==> src/rtl/galaksija_gtp_loader.sv <==
// GTP tape-image instant loader: parses GTP blocks from data_io and
// writes validated Galaksija standard-block payload through a req/ack port.
//
// Ports:
//   clk_sys, reset        rising-edge clock, synchronous active-high reset
//   ioctl_download/index  transfer window and slot select from data_io
//   ioctl_wr/addr/dout    byte strobe, file offset and file byte
//   mem_req/addr/dout     write request held until mem_ack
//   mem_ack               one-cycle acknowledge of the current request
//   busy                  load in progress or writes still pending
//   done                  last load ended cleanly (sticky)
//   error                 sticky code: 1 sync, 2 length, 3 checksum,
//                         4 FIFO overflow, 5 truncated file
//   exec_addr             start address of the last valid data block
module galaksija_gtp_loader #(
   parameter int         FIFO_DEPTH = 4,
   parameter logic [7:0] TAPE_INDEX = 8'd1
) (
   input  logic        clk_sys,
   input  logic        reset,
   input  logic        ioctl_download,
   input  logic [7:0]  ioctl_index,
   input  logic        ioctl_wr,
   input  logic [26:0] ioctl_addr,
   input  logic [7:0]  ioctl_dout,
   output logic        mem_req,
   output logic [15:0] mem_addr,
   output logic [7:0]  mem_dout,
   input  logic        mem_ack,
   output logic        busy,
   output logic        done,
   output logic [2:0]  error,
   output logic [15:0] exec_addr
);

   localparam int PW = $clog2(FIFO_DEPTH);
   localparam logic [PW:0] DEPTH = FIFO_DEPTH[PW:0];

   typedef enum logic [3:0] {
      S_IDLE,
      S_H_TYPE,
      S_H_LEN0,
      S_H_LEN1,
      S_H_PAD0,
      S_H_PAD1,
      S_SKIP,
      S_SYNC,
      S_A0,
      S_A1,
      S_E0,
      S_E1,
      S_DATA,
      S_CHK
   } state_t;

   state_t      state;
   logic        loading;
   logic        typ_std;
   logic [15:0] len;
   logic [15:0] cnt;
   logic [15:0] start_addr;
   logic [15:0] cur_addr;
   logic [7:0]  end_lo;
   logic [7:0]  sum;

   logic [23:0]   fifo_mem [FIFO_DEPTH];
   logic [PW-1:0] wr_ptr;
   logic [PW-1:0] rd_ptr;
   logic [PW-1:0] rd_nx;
   logic [PW:0]   count;

   logic        sel;
   logic        acc;
   logic        start;
   logic        stop;
   logic        step;
   logic        pop;
   logic        full;
   logic        push;
   logic [15:0] span;
   logic        len_ok;
   logic [7:0]  sum_nx;

   always_comb begin
      sel    = ioctl_download & (ioctl_index == TAPE_INDEX);
      acc    = ioctl_wr & sel;
      start  = acc & (ioctl_addr == 27'd0);
      // end of transfer: window closed or slot changed away
      stop   = loading & ~sel;
      step   = acc & ~start & (state != S_IDLE);
      pop    = mem_req & mem_ack;
      full   = (count == DEPTH);
      // a pop in the same cycle frees the slot, so full+pop still pushes
      push   = step & (state == S_DATA) & (~full | pop);
      span   = {ioctl_dout, end_lo} - start_addr;
      len_ok = (len == span + 16'd6);
      sum_nx = sum + ioctl_dout;
      rd_nx  = rd_ptr + 1'b1;
   end

   assign busy = loading | (count != '0) | mem_req;

   // parser
   always_ff @(posedge clk_sys) begin
      if (reset) begin
         state      <= S_IDLE;
         loading    <= 1'b0;
         typ_std    <= 1'b0;
         len        <= '0;
         cnt        <= '0;
         start_addr <= '0;
         cur_addr   <= '0;
         end_lo     <= '0;
         sum        <= '0;
         done       <= 1'b0;
         error      <= 3'd0;
         exec_addr  <= '0;
      end else if (start) begin
         // the offset-0 byte is the first block's type byte
         loading <= 1'b1;
         done    <= 1'b0;
         error   <= 3'd0;
         typ_std <= (ioctl_dout == 8'h00);
         state   <= S_H_LEN0;
      end else if (stop) begin
         loading <= 1'b0;
         state   <= S_IDLE;
         if (state == S_H_TYPE) begin
            if (error == 3'd0) done <= 1'b1;
         end else if (state != S_IDLE) begin
            error <= 3'd5;
         end
      end else if (step) begin
         unique case (state)
            S_IDLE: ;
            S_H_TYPE: begin
               typ_std <= (ioctl_dout == 8'h00);
               state   <= S_H_LEN0;
            end
            S_H_LEN0: begin
               len[7:0] <= ioctl_dout;
               state    <= S_H_LEN1;
            end
            S_H_LEN1: begin
               len[15:8] <= ioctl_dout;
               state     <= S_H_PAD0;
            end
            S_H_PAD0: state <= S_H_PAD1;
            S_H_PAD1: begin
               if (len == 16'd0) begin
                  state <= S_H_TYPE;
               end else if (typ_std) begin
                  state <= S_SYNC;
               end else begin
                  cnt   <= len;
                  state <= S_SKIP;
               end
            end
            S_SKIP: begin
               cnt <= cnt - 16'd1;
               if (cnt == 16'd1) state <= S_H_TYPE;
            end
            S_SYNC: begin
               sum <= 8'd0;
               if (ioctl_dout == 8'hA5) begin
                  state <= S_A0;
               end else begin
                  error <= 3'd1;
                  state <= S_IDLE;
               end
            end
            S_A0: begin
               start_addr[7:0] <= ioctl_dout;
               sum             <= sum_nx;
               state           <= S_A1;
            end
            S_A1: begin
               start_addr[15:8] <= ioctl_dout;
               cur_addr         <= {ioctl_dout, start_addr[7:0]};
               sum              <= sum_nx;
               state            <= S_E0;
            end
            S_E0: begin
               end_lo <= ioctl_dout;
               sum    <= sum_nx;
               state  <= S_E1;
            end
            S_E1: begin
               sum <= sum_nx;
               cnt <= span;
               if (!len_ok) begin
                  error <= 3'd2;
                  state <= S_IDLE;
               end else if (span == 16'd0) begin
                  state <= S_CHK;
               end else begin
                  state <= S_DATA;
               end
            end
            S_DATA: begin
               if (push) begin
                  cur_addr <= cur_addr + 16'd1;
                  cnt      <= cnt - 16'd1;
                  sum      <= sum_nx;
                  if (cnt == 16'd1) state <= S_CHK;
               end else begin
                  error <= 3'd4;
                  state <= S_IDLE;
               end
            end
            S_CHK: begin
               if (sum_nx == 8'hFF) begin
                  exec_addr <= start_addr;
                  state     <= S_H_TYPE;
               end else begin
                  error <= 3'd3;
                  state <= S_IDLE;
               end
            end
            default: state <= S_IDLE;
         endcase
      end
   end

   // FIFO storage, no reset needed: pointers define validity
   always_ff @(posedge clk_sys) begin
      if (push) fifo_mem[wr_ptr] <= {cur_addr, ioctl_dout};
   end

   // FIFO pointers and memory request port
   always_ff @(posedge clk_sys) begin
      if (reset) begin
         wr_ptr   <= '0;
         rd_ptr   <= '0;
         count    <= '0;
         mem_req  <= 1'b0;
         mem_addr <= '0;
         mem_dout <= '0;
      end else if (start) begin
         wr_ptr  <= '0;
         rd_ptr  <= '0;
         count   <= '0;
         mem_req <= 1'b0;
      end else begin
         if (push) wr_ptr <= wr_ptr + 1'b1;
         unique case ({push, pop})
            2'b10:   count <= count + 1'b1;
            2'b01:   count <= count - 1'b1;
            default: count <= count;
         endcase
         if (pop) begin
            rd_ptr <= rd_nx;
            // keep the request up only if a further entry is already stored
            if (count > (PW+1)'(1)) begin
               mem_req               <= 1'b1;
               {mem_addr, mem_dout}  <= fifo_mem[rd_nx];
            end else begin
               mem_req <= 1'b0;
            end
         end else if (!mem_req && count != '0) begin
            mem_req              <= 1'b1;
            {mem_addr, mem_dout} <= fifo_mem[rd_ptr];
         end
      end
   end

endmodule

==> config.mk <==
export PLATFORM = sky130hd
export DESIGN_NAME = galaksija_gtp_loader
export DESIGN_NICKNAME = d
export VERILOG_FILES = /design/src/rtl/galaksija_gtp_loader.sv
export SDC_FILE = /design/constraint.sdc
export NUM_CORES = 1
export LEC_CHECK = 0
export CAP_MARGIN = 5
export CORE_MARGIN = 3
export CORE_UTILIZATION = 55
export DETAILED_ROUTE_END_ITERATION = 8
export PLACE_DENSITY = 0.76
export SYNTH_ARGS = -nofsm -noshare
export SYNTH_HDL_FRONTEND = slang
export SYNTH_SLANG_ARGS = --single-unit
==> constraint.sdc <==
create_clock -name clk_sys -period 8.32 [get_ports clk_sys]
set_input_delay 1.664 -clock clk_sys [delete_from_list [all_inputs] [get_ports clk_sys]]
set_output_delay 1.664 -clock clk_sys [all_outputs]
set_load 0.02 [all_outputs]
* After elaboration in Yosys (flattened, before gate mapping)
Memories as Yosys holds them, arrays and structs flattened. A register that Yosys moved wholly into a read port is not among the register bits. Cells that the tools add are included.
Cells by class: bitwise logic cells 17, $add $sub $neg 9, divide/modulo/power cells 0, shift-type cells 0, magnitude comparators 1, reductions and logical operators 39, equal/unequal tests 37, multipliers 0, mux-type cells 50
Operator list (number):
- 2-to-1 mux 16 bit | 7
- case mux 16 bit (4 select lines) | 1
- case mux 4 bit (14 select lines) | 1
- logical NOT 16 bit | 2
- 2-to-1 mux 8 bit | 4
- case mux 16 bit (2 select lines) | 1
- AND reduction 4 bit | 7
- logical NOT 27 bit | 1
- 2-to-1 mux 3 bit | 9
- == test 4 bit (second input constant) | 6
- case mux 8 bit (3 select lines) | 1
- 2-to-1 mux 4 bit | 5
- adder 16 x 1 -> 16 bit (second input constant) | 1
- adder 16 x 3 -> 16 bit (second input constant) | 1
- == test 16 x 1 -> 1 bit (second input constant) | 1
- == test 16 bit | 1
- == test 4 x 3 -> 1 bit (second input constant) | 4
- == test 8 bit (second input constant) | 2
- subtractor 16 x 1 -> 16 bit (second input constant) | 1
- subtractor 16 bit | 1
- inequality test 3 bit (second input constant) | 5
- AND reduction 5 bit | 3
- 2-to-1 mux 1 bit | 14
- nonzero test 2 bit | 7
- other kinds (36) | 67
Word-level totals: bits in latches 0, memories 1, bits in writable memories 96, ROM bits 0, output and inout bits 46, register bits after elaboration 138, bits of input ports 48
Memory list:
- fifo_mem | words 4, width 24, read ports 2, clocked after memory_dff 1, wr ports 1, line 66 | logic [23:0] fifo_mem [FIFO_DEPTH];

* Depth between registers and ports, before layout
Gate-level depths: netlist (run 1).
depth in word-level cells 14, depth in mapped cells 16

* Worst setup path after synthesis (run 1)
No wires, ideal clock.
path type input to register, start point input port ioctl_dout[0], end point register error[1], data required time 8.199 ns, buffers on the path 1, arrival time 4.725 ns, stages 13, library setup time 0.121 ns, slack 3.474 ns, cell sequence ha_1 buf_2 o21ai_1 o21ba_2 or4_1 o211ai_1 o21ai_1 or3_1 o211ai_1 mux2i_2 o41ai_2 a311o_2 mux2_4
On the way: word-level cells in the longest chain between the ends 5, elaborated cells on any way between the ends 10, those cells by class 3 x add/sub; 6 x eq/ne; 1 x reduce/logical
RTL lines:
- start, declared | line 25 | input logic [7:0] ioctl_dout,
- subtractor 16 bit | line 95 | span = {ioctl_dout, end_lo} - start_addr;
- adder 16 x 3 -> 16 bit | line 96 | len_ok = (len == span + 16'd6);
- == test 16 bit | line 96
- inequality test 3 bit (no source line)
- AND reduction 8 bit (no source line) *
- end signal, assigned | line 116 | error <= 3'd0;
- end signal, assigned | line 122 | error <= 3'd0;
- end signal, assigned | line 131 | error <= 3'd5;
- end, declared | line 32 | output logic [2:0] error,
Every way passes the cells marked *; elsewhere a longest branch is shown, timed or not. A chain may end at the register's enable or synchronous reset.

* Final worst setup path (run 1)
Same ends and word-level chain as after synthesis.

==> reports/results.tsv, run 1 <==
stage	metric	value	unit
floorplan	Die Ht	159	um
floorplan	total I/O pin count	94	
cts	CTS tree	yes	
worst_setup_path	R2R Setup Slk	3.21	ns
logic_synthesis	top cells by count, synth	197 x nor2_1, 140 x dfxtp_1, 100 x nand2_1	
power	PwrDens	183	nW/um^2
worst_setup_path	slowest stage delay, CP	0.60	ns
worst_setup_path	delay-heaviest family, CP	compound AO/OA/AOI/OAI gates	
sta	clock skew	0.0254	ns
layout	layout cells sized above 1	10.8	%
cts	H-tree levels	1	
cts	CTS Sinks	236	
power	Sequential Power Share	45.8	%
worst_setup_path	worst path cell trace	clkdlybuf4s50_1, buf_4, ha_1, o21ai_1, o21bai_1, nor2_1, a211oi_1, xnor2_1, a21oi_1, a2111oi_0, o2111ai_1, o41ai_2, a311o_2, mux2_4	
placement	RD Place Congestion	0.928	
status	status	complete, no violations	
worst_setup_path	Bufs and invs on worst path	2	
worst_setup_path	Worst Setup End Kind	flop	
logic_synthesis	Cell variety after synth	93	
placement	Area after DPL	14100	um^2
sta	crit path time final	5.53	ns
routing	Post-DRT Antenna Nets	0	
cts	root buffer selected by CTS	clkbuf_16	
logic_synthesis	Mapped Area	12900	um^2
routing	routed wire length per instance	19.6	um
sta	Finish-stage setup viols	0	
logic_synthesis	Synth area leader	edfxtp_1	
placement	number of I/O port buffers	93	
logic_synthesis	syn_nets	1364	
sta	Max-slew headroom	26.1	%
layout	final instance area	14900	um^2
power	VDD IR max	145	uV
floorplan	CORE AREA	22800	um^2
logic_synthesis	Syn Area/Cell	10.1	um^2
power	P_sw	0.665	mW
routing	Routed WL	32.9	mm
power	Comb power frac	12.3	%
min_path	HP Class	reg -> reg	
worst_setup_path	Crit Path Category	in -> reg	
power	Sw Ratio	24.4	%
worst_setup_path	Crit-path slowest cell	a2111oi_0	
sta	final max-slew violation count	0	
logic_synthesis	YS warnings	0	
logic_synthesis	post-synthesis sequential area ratio	44.2	%
logic_synthesis	Synth area leaders	edfxtp_1 22%, dfxtp_1 22%, mux4_2 8.4%	
layout	Layout area overhead	15.8	%
worst_setup_path	Critical Path RT	8.73	ns
floorplan	die area	25300	um^2
logic_synthesis	EDFF count, synth	96	
sta	fmax	181	MHz
run	Max-Cap Viols	0	
routing	via/cell ratio	6.15	
sta	RSZ-0062 raised after global routing	false	
routing	via count	10300	
sta	setup TNS	0	ns
floorplan	chip width	159	um
global_routing	first-pass GRT wire length	52.8	mm
cts	Post-CTS Setup Bufs	0	
sta	final cycle utilization of the critical path	66.5	%
power	Leak	5.14	nW
placement	DP HPWL	22.3	mm
logic_synthesis	Yosys reg bits	236	
logic_synthesis	Post-synth top flop	dfxtp_1	
worst_setup_path	CP startpoint	ioctl_dout[0]	
routing	Iter 0 DRT Violations	842	
global_routing	initial antenna violation count	0	
routing	drt drc	0	
layout	Reg area	5690	um^2
layout	Final nets	1431	
logic_synthesis	Async SR Flop Fraction	0	%
global_routing	vias in the first global route	9955	
min_path	HP Start	done	
worst_setup_path	R2R Path Start	start_addr[0]	
global_routing	largest net degree at the start of global routing	101	
cts	Worst-Skew Late Latency	0.54	ns
global_routing	GRT Total Usage	25.4	%
worst_setup_path	worst-path fanout max	14	
cts	CTS Buf Count	25	
logic_synthesis	count leader, synth	nor2_1	
worst_setup_path	Critical Path Source Type	primary input	
power	Clock Power Share	41.8	%
sta	Final Hold Viols	0	
layout	antenna cell count	0	
worst_setup_path	CP arrival	5.94	ns
power	Internal	2.06	mW
logic_synthesis	share of the synthesized area in the top cell type	22.4	%
floorplan	initial core utilization	56.4	%
cts	Reg clk slew, reported paths	0.06	ns
logic_synthesis	synthesized instance count	1280	
cts	clock buffer depth	3	
layout	fill cell count	1848	
routing	drt first pass iters	8	
global_routing	grt ovf	0	
power	Pwr Total	2.73	mW
layout	multi-input logic area	6760	um^2
cts	CTS resizes	0	
floorplan	Rows	55	
cts	number of hold buffers added after CTS	0	
sta	Slew @ Worst Pin	1.11	ns
## routing by layer
layer  global-route usage (%)  share of wire (%)
met4                     8.87                3.2
met2                     43.1                 49
met3                     3.38                6.4
met1                     33.6                 41
met5                        0                  0
## cells in the final DEF (no fill, tap or decap), types with 34 or more instances in the layout
master	netlist	routed
edfxtp_1	96	96
a21oi_1	60	59
inv_1	40	40
dfxtp_1	140	140
nand2_1	100	100
clkdlybuf4s50_1	0	92
o21ai_0	46	46
mux2i_1	63	63
mux4_2	48	48
nor2_1	197	197
ha_1	34	34
## flip-flops by register name (all words and copies together) (netlist names), named ones only
| register | count |
|---|---|
| cur_addr | 16 |
| start_addr | 16 |
| typ_std | 1 |
| done | 1 |
| wr_ptr | 2 |
| loading | 1 |
| sum | 8 |
| exec_addr | 16 |
| state | 4 |
| mem_addr | 16 |
| len | 16 |
| rd_ptr | 2 |
| mem_dout | 8 |
| error | 3 |
| cnt | 16 |
| end_lo | 8 |
| mem_req | 1 |
| count | 3 |
| fifo_mem | 96 |
## worst paths after layout
check	to	cells after the start
worst max register to register	error[1]	14
worst min-delay path	done	2
worst min register to register	done	2
worst max-delay path	error[1]	14
## cell families (layout without fill, tap and decap cells)
family          Yosys count  count (layout)  share of synthesized area [%]
simple gates            475             475                           17.7
xor+xnor                 41              41                           2.95
compound gates          264             264                           14.6
fa+ha+maj                36              36                           3.62
mux                     113             113                           13.5
flops                   236             236                           44.2
buf+inv                 115             201                           3.48
## power groups by stage
stage                     Clock [mW]  Combinational [mW]  Sequential (mW)
after floorplan                    0               0.162             1.31
after global placement             0               0.332             1.28
after detailed placement           0               0.338             1.28
after CTS                       1.16               0.339             1.25
after global routing            1.20               0.363             1.25
final                           1.14               0.337             1.25
## stage by stage
step	setup slack, ns	util, %	std cells	hold slack (ns)
after floorplan	3.47	-	1280	0.460
after global placement	2.41	61.6	1633	0.460
after detailed placement	2.36	61.6	1633	0.473
after CTS	2.89	65.3	1679	0.487
after global routing	2.63	65.3	1679	0.515
final	2.79	65.3	1679	0.489
## area by class of cell
cell class,instances,area share (%)
Clock buffer,34,4.42
Multi-Input combinational cell,929,45.3
Sequential cell,236,38.1
Clock inverter,12,1.16
Timing Repair Buffer,114,7.28
Tap cell,313,2.63
Inverter,41,1.03
## worst reg2reg max path, cell delays in order, from the launching register on
cell	delay, ns
dfxtp_1	0.44
ha_1	0.24
inv_1	0.06
fa_1	0.41
xnor2_1	0.26
ha_1	0.31
or3_4	0.44
or4_1	0.49
nor4_1	0.29
nor4_1	0.09
a2111oi_0	0.70
o2111ai_1	0.27
o41ai_2	0.44
a311o_2	0.24
mux2_4	0.30
(Power assumes the default switching activity.)
==> run 2, diff against run 1 <==
CORE_UTILIZATION = 54   (was 55)
PLACE_DENSITY = 0.77   (was 0.76)
clock period = 5 ns   (was 8.32 ns; I/O delays follow)
==> run 2 against run 1 <==
Net effect:
- clock skew shrank 0.0085 ns
- clock power up 64%
- register-to-register slack worse by 2.9 ns
- via count rose by 0.85%
- cell count rose by 1.1%
- sequential power up 66%
- flip-flop and latch count did not move
- global-route usage rose by 0.42 points
- routed wire length rose by 2.3%
- die area rose by 1.8%
- sequential share of layout area decreased by 0.34 points
==> reports/results.tsv, run 2 (synthesis gave the netlist of run 1 again) <==
stage	metric	value	unit	change
status	status	complete, no violations		unchanged
worst_setup_path	worst path cell trace	ha_1, inv_1, fa_1, xnor2_1, ha_1, or3_4, or4_1, nor4_1, nor4_1, a2111oi_0, o2111ai_1, o41ai_2, a311o_2, mux2_4		was clkdlybuf4s50_1, buf_4, ha_1, o21ai_1, o21bai_1, nor2_1, a211oi_1, xnor2_1, a21oi_1, a2111oi_0, o2111ai_1, o41ai_2, a311o_2, mux2_4
sta	setup TNS	0	ns	unchanged
cts	Reg clk slew, reported paths	0.06	ns	about the same
floorplan	CORE AREA	23100	um^2	was 22800 um^2
global_routing	initial antenna violation count	0		unchanged
sta	fmax	213	MHz	
sta	Hold Slack	0.477	ns	was 0.489 ns
sta	Max-slew headroom	32.6	%	was 26.1%
global_routing	largest net degree at the start of global routing	92		was 101
routing	drt drc	0		unchanged
routing	routed wire length per instance	19.8	um	was 19.6 um
worst_setup_path	R2R Path Start	start_addr[0]		unchanged
floorplan	Rows	55		unchanged
cts	Worst-Skew Late Latency	0.54	ns	about the same
routing	via/cell ratio	6.14		was 6.15
floorplan	chip width	160	um	was 159 um
sta	final max-slew violation count	0		unchanged
placement	RD Place Congestion	0.935		was 0.928
routing	via count	10400		was 10300
placement	number of I/O port buffers	93		unchanged
min_path	HP Class	reg -> reg		unchanged
sta	Slew @ Worst Pin	1.01	ns	was 1.11 ns
worst_setup_path	Worst Setup End Kind	flop		unchanged
sta	crit path time final	4.69	ns	
placement	DP HPWL	23.3	mm	was 22.3 mm
layout	Finished Layout Cells	1698		was 1679
worst_setup_path	CP arrival	5.12	ns	was 5.94 ns
global_routing	first-pass GRT wire length	54.2	mm	was 52.8 mm
placement	cell count after placement	1650		was 1633
cts	CTS tree	yes		unchanged
global_routing	vias in the first global route	10400		was 9955
placement	Area after DPL	14200	um^2	was 14100 um^2
floorplan	total I/O pin count	94		unchanged
power	VDD IR max	244	uV	was 145 uV
worst_setup_path	worst-path fanout max	5		was 14
worst_setup_path	CP startpoint	start_addr[0]		was ioctl_dout[0]
layout	commonest non-fill, non-tap cell in the layout	nor2_1		unchanged
cts	CTS resizes	0		unchanged
global_routing	grt ovf	0		unchanged
power	PwrDens	300	nW/um^2	was 183 nW/um^2
layout	antenna cell count	0		unchanged
floorplan	initial core utilization	55.8	%	was 56.4%
cts	H-tree levels	1		unchanged
sta	setup ws final	0.305	ns	was 2.79 ns
placement	Placement Setup Slack	0.122	ns	was 2.36 ns
worst_setup_path	Crit-path slowest cell	a2111oi_0		unchanged
power	Leak	5.23	nW	was 5.14 nW
floorplan	die area	25700	um^2	was 25300 um^2
sta	final cycle utilization of the critical path	93.9	%	
layout	final instance area	15000	um^2	was 14900 um^2
routing	Routed WL	33.6	mm	was 32.9 mm
cts	number of hold buffers added after CTS	0		unchanged
cts	clock buffer depth	3		unchanged
layout	commonest cells after routing, fill and taps aside	197 x nor2_1, 140 x dfxtp_1, 100 x nand2_1, 96 x edfxtp_1, 92 x clkdlybuf4s50_1		unchanged
sta	RSZ-0062 raised after global routing	false		unchanged
cts	CTS Sinks	236		unchanged
worst_setup_path	slowest stage delay, CP	0.54	ns	was 0.60 ns
worst_setup_path	Critical Path Source Type	flop		was primary input
layout	Layout area overhead	16.9	%	was 15.8%
layout	layout cells sized above 1	12.3	%	was 10.8%
run	Max-Cap Viols	0		unchanged
layout	Reg with most FFs	fifo_mem		unchanged
sta	Final Hold Viols	0		unchanged
routing	Iter 0 DRT Violations	778		was 842
layout	Core Util, Final	65.3	%	about the same
power	Pwr Total	4.52	mW	was 2.73 mW
layout	Final nets	1449		was 1431
global_routing	GRT Total Usage	25.8	%	was 25.4%
routing	Post-DRT Antenna Nets	0		unchanged
cts	root buffer selected by CTS	clkbuf_16		unchanged
worst_setup_path	CP Capture Point	error[1]		unchanged
sta	clock skew	0.0168	ns	was 0.0254 ns
routing	drt first pass iters	5		was 8
floorplan	Die Ht	160	um	was 159 um
worst_setup_path	worst r2r dst	error[1]		unchanged
worst_setup_path	R2R Setup Slk	0.31	ns	was 3.21 ns
worst_setup_path	Critical Path RT	5.43	ns	was 8.73 ns
worst_setup_path	FF-to-FF path depth	14		unchanged
layout	max FFs per register	96		unchanged
sta	Finish-stage setup viols	0		unchanged
worst_setup_path	Crit Path Category	reg -> reg		was in -> reg
cts	Post-CTS Setup Bufs	0		unchanged
cts	CTS Buf Count	26		was 25
run 2: power breakdown:
group | switching (mW) | internal, mW | total (mW)
Combinational | 0.315 | 0.254 | 0.569
Clock | 0.763 | 1.10 | 1.87
Sequential | 0.0340 | 2.05 | 2.08
Total | 1.11 | 3.41 | 4.52
run 2: worst min path at each step:
stage	startpoint	to	cells past startpoint
global placement	done	done	2
detailed placement	done	done	2
global route	done	done	2
finish	done	done	2
CTS	done	done	2
floorplan	end_lo[0]	end_lo[0]	2
run 2: layer usage:
layer / track usage (%) / wire (um)
met5: 0 / 0
met4: 10.1 / 1270
met3: 3.22 / 1960
met2: 45.8 / 16800
met1: 32.0 / 13500
run 2: area by class of cell:
type	instances	area, um^2
inverters	41	154
clock buffers	41	767
fillers	1795	8010
clock inverters	7	78.8
flip-flops and latches	236	5690
multi-input cells	929	6760
repair buffers	131	1210
well taps	313	392
run 2: worst max-delay path: cells and delay by family (launching register included):
kind	cells	cell delay [ns]
mux	1	0.30
fa+ha+maj	3	0.87
simple gates	4	1.31
compound gates	4	1.46
buf+inv	1	0.06
xor+xnor	1	0.21
flops	1	0.38
==> patch: new RTL, settings of run 2 <==
Register the output `error` once more, cleared by the reset; this adds one clock of latency there. The other outputs are not delayed to match.
--- a/src/rtl/galaksija_gtp_loader.sv
+++ b/src/rtl/galaksija_gtp_loader.sv
@@ -53,6 +53,8 @@
       S_CHK
    } state_t;
 
+   logic [2:0] error_s0;
+
    state_t      state;
    logic        loading;
    logic        typ_std;
@@ -113,22 +115,22 @@
          end_lo     <= '0;
          sum        <= '0;
          done       <= 1'b0;
-         error      <= 3'd0;
+         error_s0   <= 3'd0;
          exec_addr  <= '0;
       end else if (start) begin
          // the offset-0 byte is the first block's type byte
          loading <= 1'b1;
          done    <= 1'b0;
-         error   <= 3'd0;
+         error_s0 <= 3'd0;
          typ_std <= (ioctl_dout == 8'h00);
          state   <= S_H_LEN0;
       end else if (stop) begin
          loading <= 1'b0;
          state   <= S_IDLE;
          if (state == S_H_TYPE) begin
-            if (error == 3'd0) done <= 1'b1;
+            if (error_s0 == 3'd0) done <= 1'b1;
          end else if (state != S_IDLE) begin
-            error <= 3'd5;
+            error_s0 <= 3'd5;
          end
       end else if (step) begin
          unique case (state)
@@ -165,7 +167,7 @@
                if (ioctl_dout == 8'hA5) begin
                   state <= S_A0;
                end else begin
-                  error <= 3'd1;
+                  error_s0 <= 3'd1;
                   state <= S_IDLE;
                end
             end
@@ -189,7 +191,7 @@
                sum <= sum_nx;
                cnt <= span;
                if (!len_ok) begin
-                  error <= 3'd2;
+                  error_s0 <= 3'd2;
                   state <= S_IDLE;
                end else if (span == 16'd0) begin
                   state <= S_CHK;
@@ -204,7 +206,7 @@
                   sum      <= sum_nx;
                   if (cnt == 16'd1) state <= S_CHK;
                end else begin
-                  error <= 3'd4;
+                  error_s0 <= 3'd4;
                   state <= S_IDLE;
                end
             end
@@ -213,7 +215,7 @@
                   exec_addr <= start_addr;
                   state     <= S_H_TYPE;
                end else begin
-                  error <= 3'd3;
+                  error_s0 <= 3'd3;
                   state <= S_IDLE;
                end
             end
@@ -264,5 +266,13 @@
       end
    end
 
+   always_ff @(posedge clk_sys) begin
+      if (reset) begin
+         error <= '0;
+      end else begin
+         error <= error_s0;
+      end
+   end
+
 endmodule
 
Behaviour: not the same (Yosys sat finds a counterexample within 4 cycles, from zero or initial values and one cycle with reset high).
==> patch against run 2 <==
- first-iteration DRC count rose by 10%
- clock power fell by 8%
- setup slack improved by 530 ps
- synthesized cell count rose by 1.0%
- routed wire length fell by 2.2%
- global-route usage fell by 0.11 points
- area after synthesis fell by 2.1%
- worst hold slack got worse by 22 ps
- sequential cell count rose by 3
- cell area fell by 2.8%
- critical path depth fell by 1
- power fell by 2.9%
- critical endpoint is now error_s0[0]$_SDFFE_PP0P_
==> patch: results (changes against run 2) <==
placed cell area = 13,880 sq um (was 14,200 sq um)
Seq/Total Area, Yosys = 45.61% (was 44.16%)
critical path arrival = 4570 ps (was 5120 ps)
Syn Inst Count = 1,293 (was 1,280)
Hold Crit Start = end_lo[4]$_SDFFE_PP0P_ (was done$_SDFFE_PP0P_)
dpl cells = 1,654 (was 1,650)
Initial DRC Count = 857 (was 778)
largest net degree at the start of global routing = 103 (was 92)
Synth cell types = 78 (was 93)
# nets final = 1,452 (was 1,449)
overall routing resource usage = 25.68% (was 25.79%)
Post-synth top cells = nand2_1 (189), dfxtp_1 (143), nor2_1 (138) (was nor2_1 (197), dfxtp_1 (140), nand2_1 (100))
crit-path leading delay family = simple AND/OR/NAND/NOR gates (was compound AO/OA/AOI/OAI gates)
status = complete, no violations (unchanged)
cts bufs inserted = 25 (was 26)
WL per Instance = 19.35 um (was 19.79 um)
wire length of the first global-routing pass = 53,660 um (was 54,250 um)
Leakage = 4.888 nW (was 5.225 nW)
maximum vdd drop = 258.6 uV (was 243.9 uV)
post-synth net total = 1,377 (was 1,364)
RePlAce Congestion = 0.9552 (was 0.9348)
CP max-delay cell = clkdlybuf4s50_1 (was a2111oi_0)
launch point of the worst path = ioctl_dout[0] (was start_addr[0]$_SDFFE_PP0P_)
largest cells by area after synthesis = edfxtp_1 (23%), dfxtp_1 (23%), mux4_2 (8.6%), nand2_1 (5.6%), nor2_1 (4.1%) (was edfxtp_1 (22%), dfxtp_1 (22%), mux4_2 (8.4%), nor2_1 (5.7%), mux2i_1 (4.9%))
setup TNS = 0 ps (unchanged)
Biggest register = fifo_mem (unchanged)
worst clock skew = 11.33 ps (was 16.84 ps)
CP max FO = 6 (was 5)
pre-CTS worst setup slack = 341.1 ps (was 122.3 ps)
Slew @ Worst Pin = 1084 ps (was 1011 ps)
vias in the first global route = 10,260 (was 10,360)
Critical Path Source Type = primary input (was flop)
hpwl dp = 22,470 um (was 23,250 um)
routed wire length = 32,850 um (was 33,600 um)
share of layout cells above drive strength 1 = 10.54% (was 12.35%)
[patch: cells by family (layout without fill, tap and decap cells)]
logic type               count (synthesis)  count (layout)  synth area share (%)
flip-flops                             239             239                 45.61
AO/OA/AOI/OAI                          282             282                 14.77
buffers and inverters                  115             207                 3.486
adder cells (fa/ha/maj)                 36              36                 3.695
AND/OR/NAND/NOR                        509             509                 19.07
XOR/XNOR                                53              53                 3.923
multiplexers                            59              59                 9.455
[patch: cell type report]
cell class                 count  area, sq um
timing repair buffer         127         1184
tap                          313        391.6
clock inverter                 9        61.31
multi-input combinational    939         6419
fill                        1827         8148
inverter                      36        135.1
clock buffer                  35        693.2
sequential                   239         5747
[patch: routing by layer]
| layer | global-route usage (%) | vias to the layer above | part of all wire (%) |
|---|---|---|---|
| li1 | - | 4903 | - |
| met1 | 32.42 | 5024 | 41 |
| met2 | 44.98 | 400 | 49 |
| met3 | 4.305 | 85 | 7.0 |
| met4 | 8.556 | 0 | 3.2 |
| met5 | 0 | - | 0 |
[patch: where the power goes]
part | switching (W) | total [W] | internal [W]
clock | 0.000755 | 0.00172 | 0.000970
combinational | 0.000302 | 0.000551 | 0.000249
sequential | 0.0000430 | 0.00211 | 0.00207
[patch: path summary, 6_finish.rpt]
path,depth (start not counted),end,slack [ps]
worst max-delay path,13,error_s0[0]$_SDFFE_PP0P_,840
worst min-delay path,2,end_lo[4]$_SDFFE_PP0P_,450
worst max register to register,15,error_s0[0]$_SDFFE_PP0P_,870
worst min register to register,2,end_lo[4]$_SDFFE_PP0P_,450
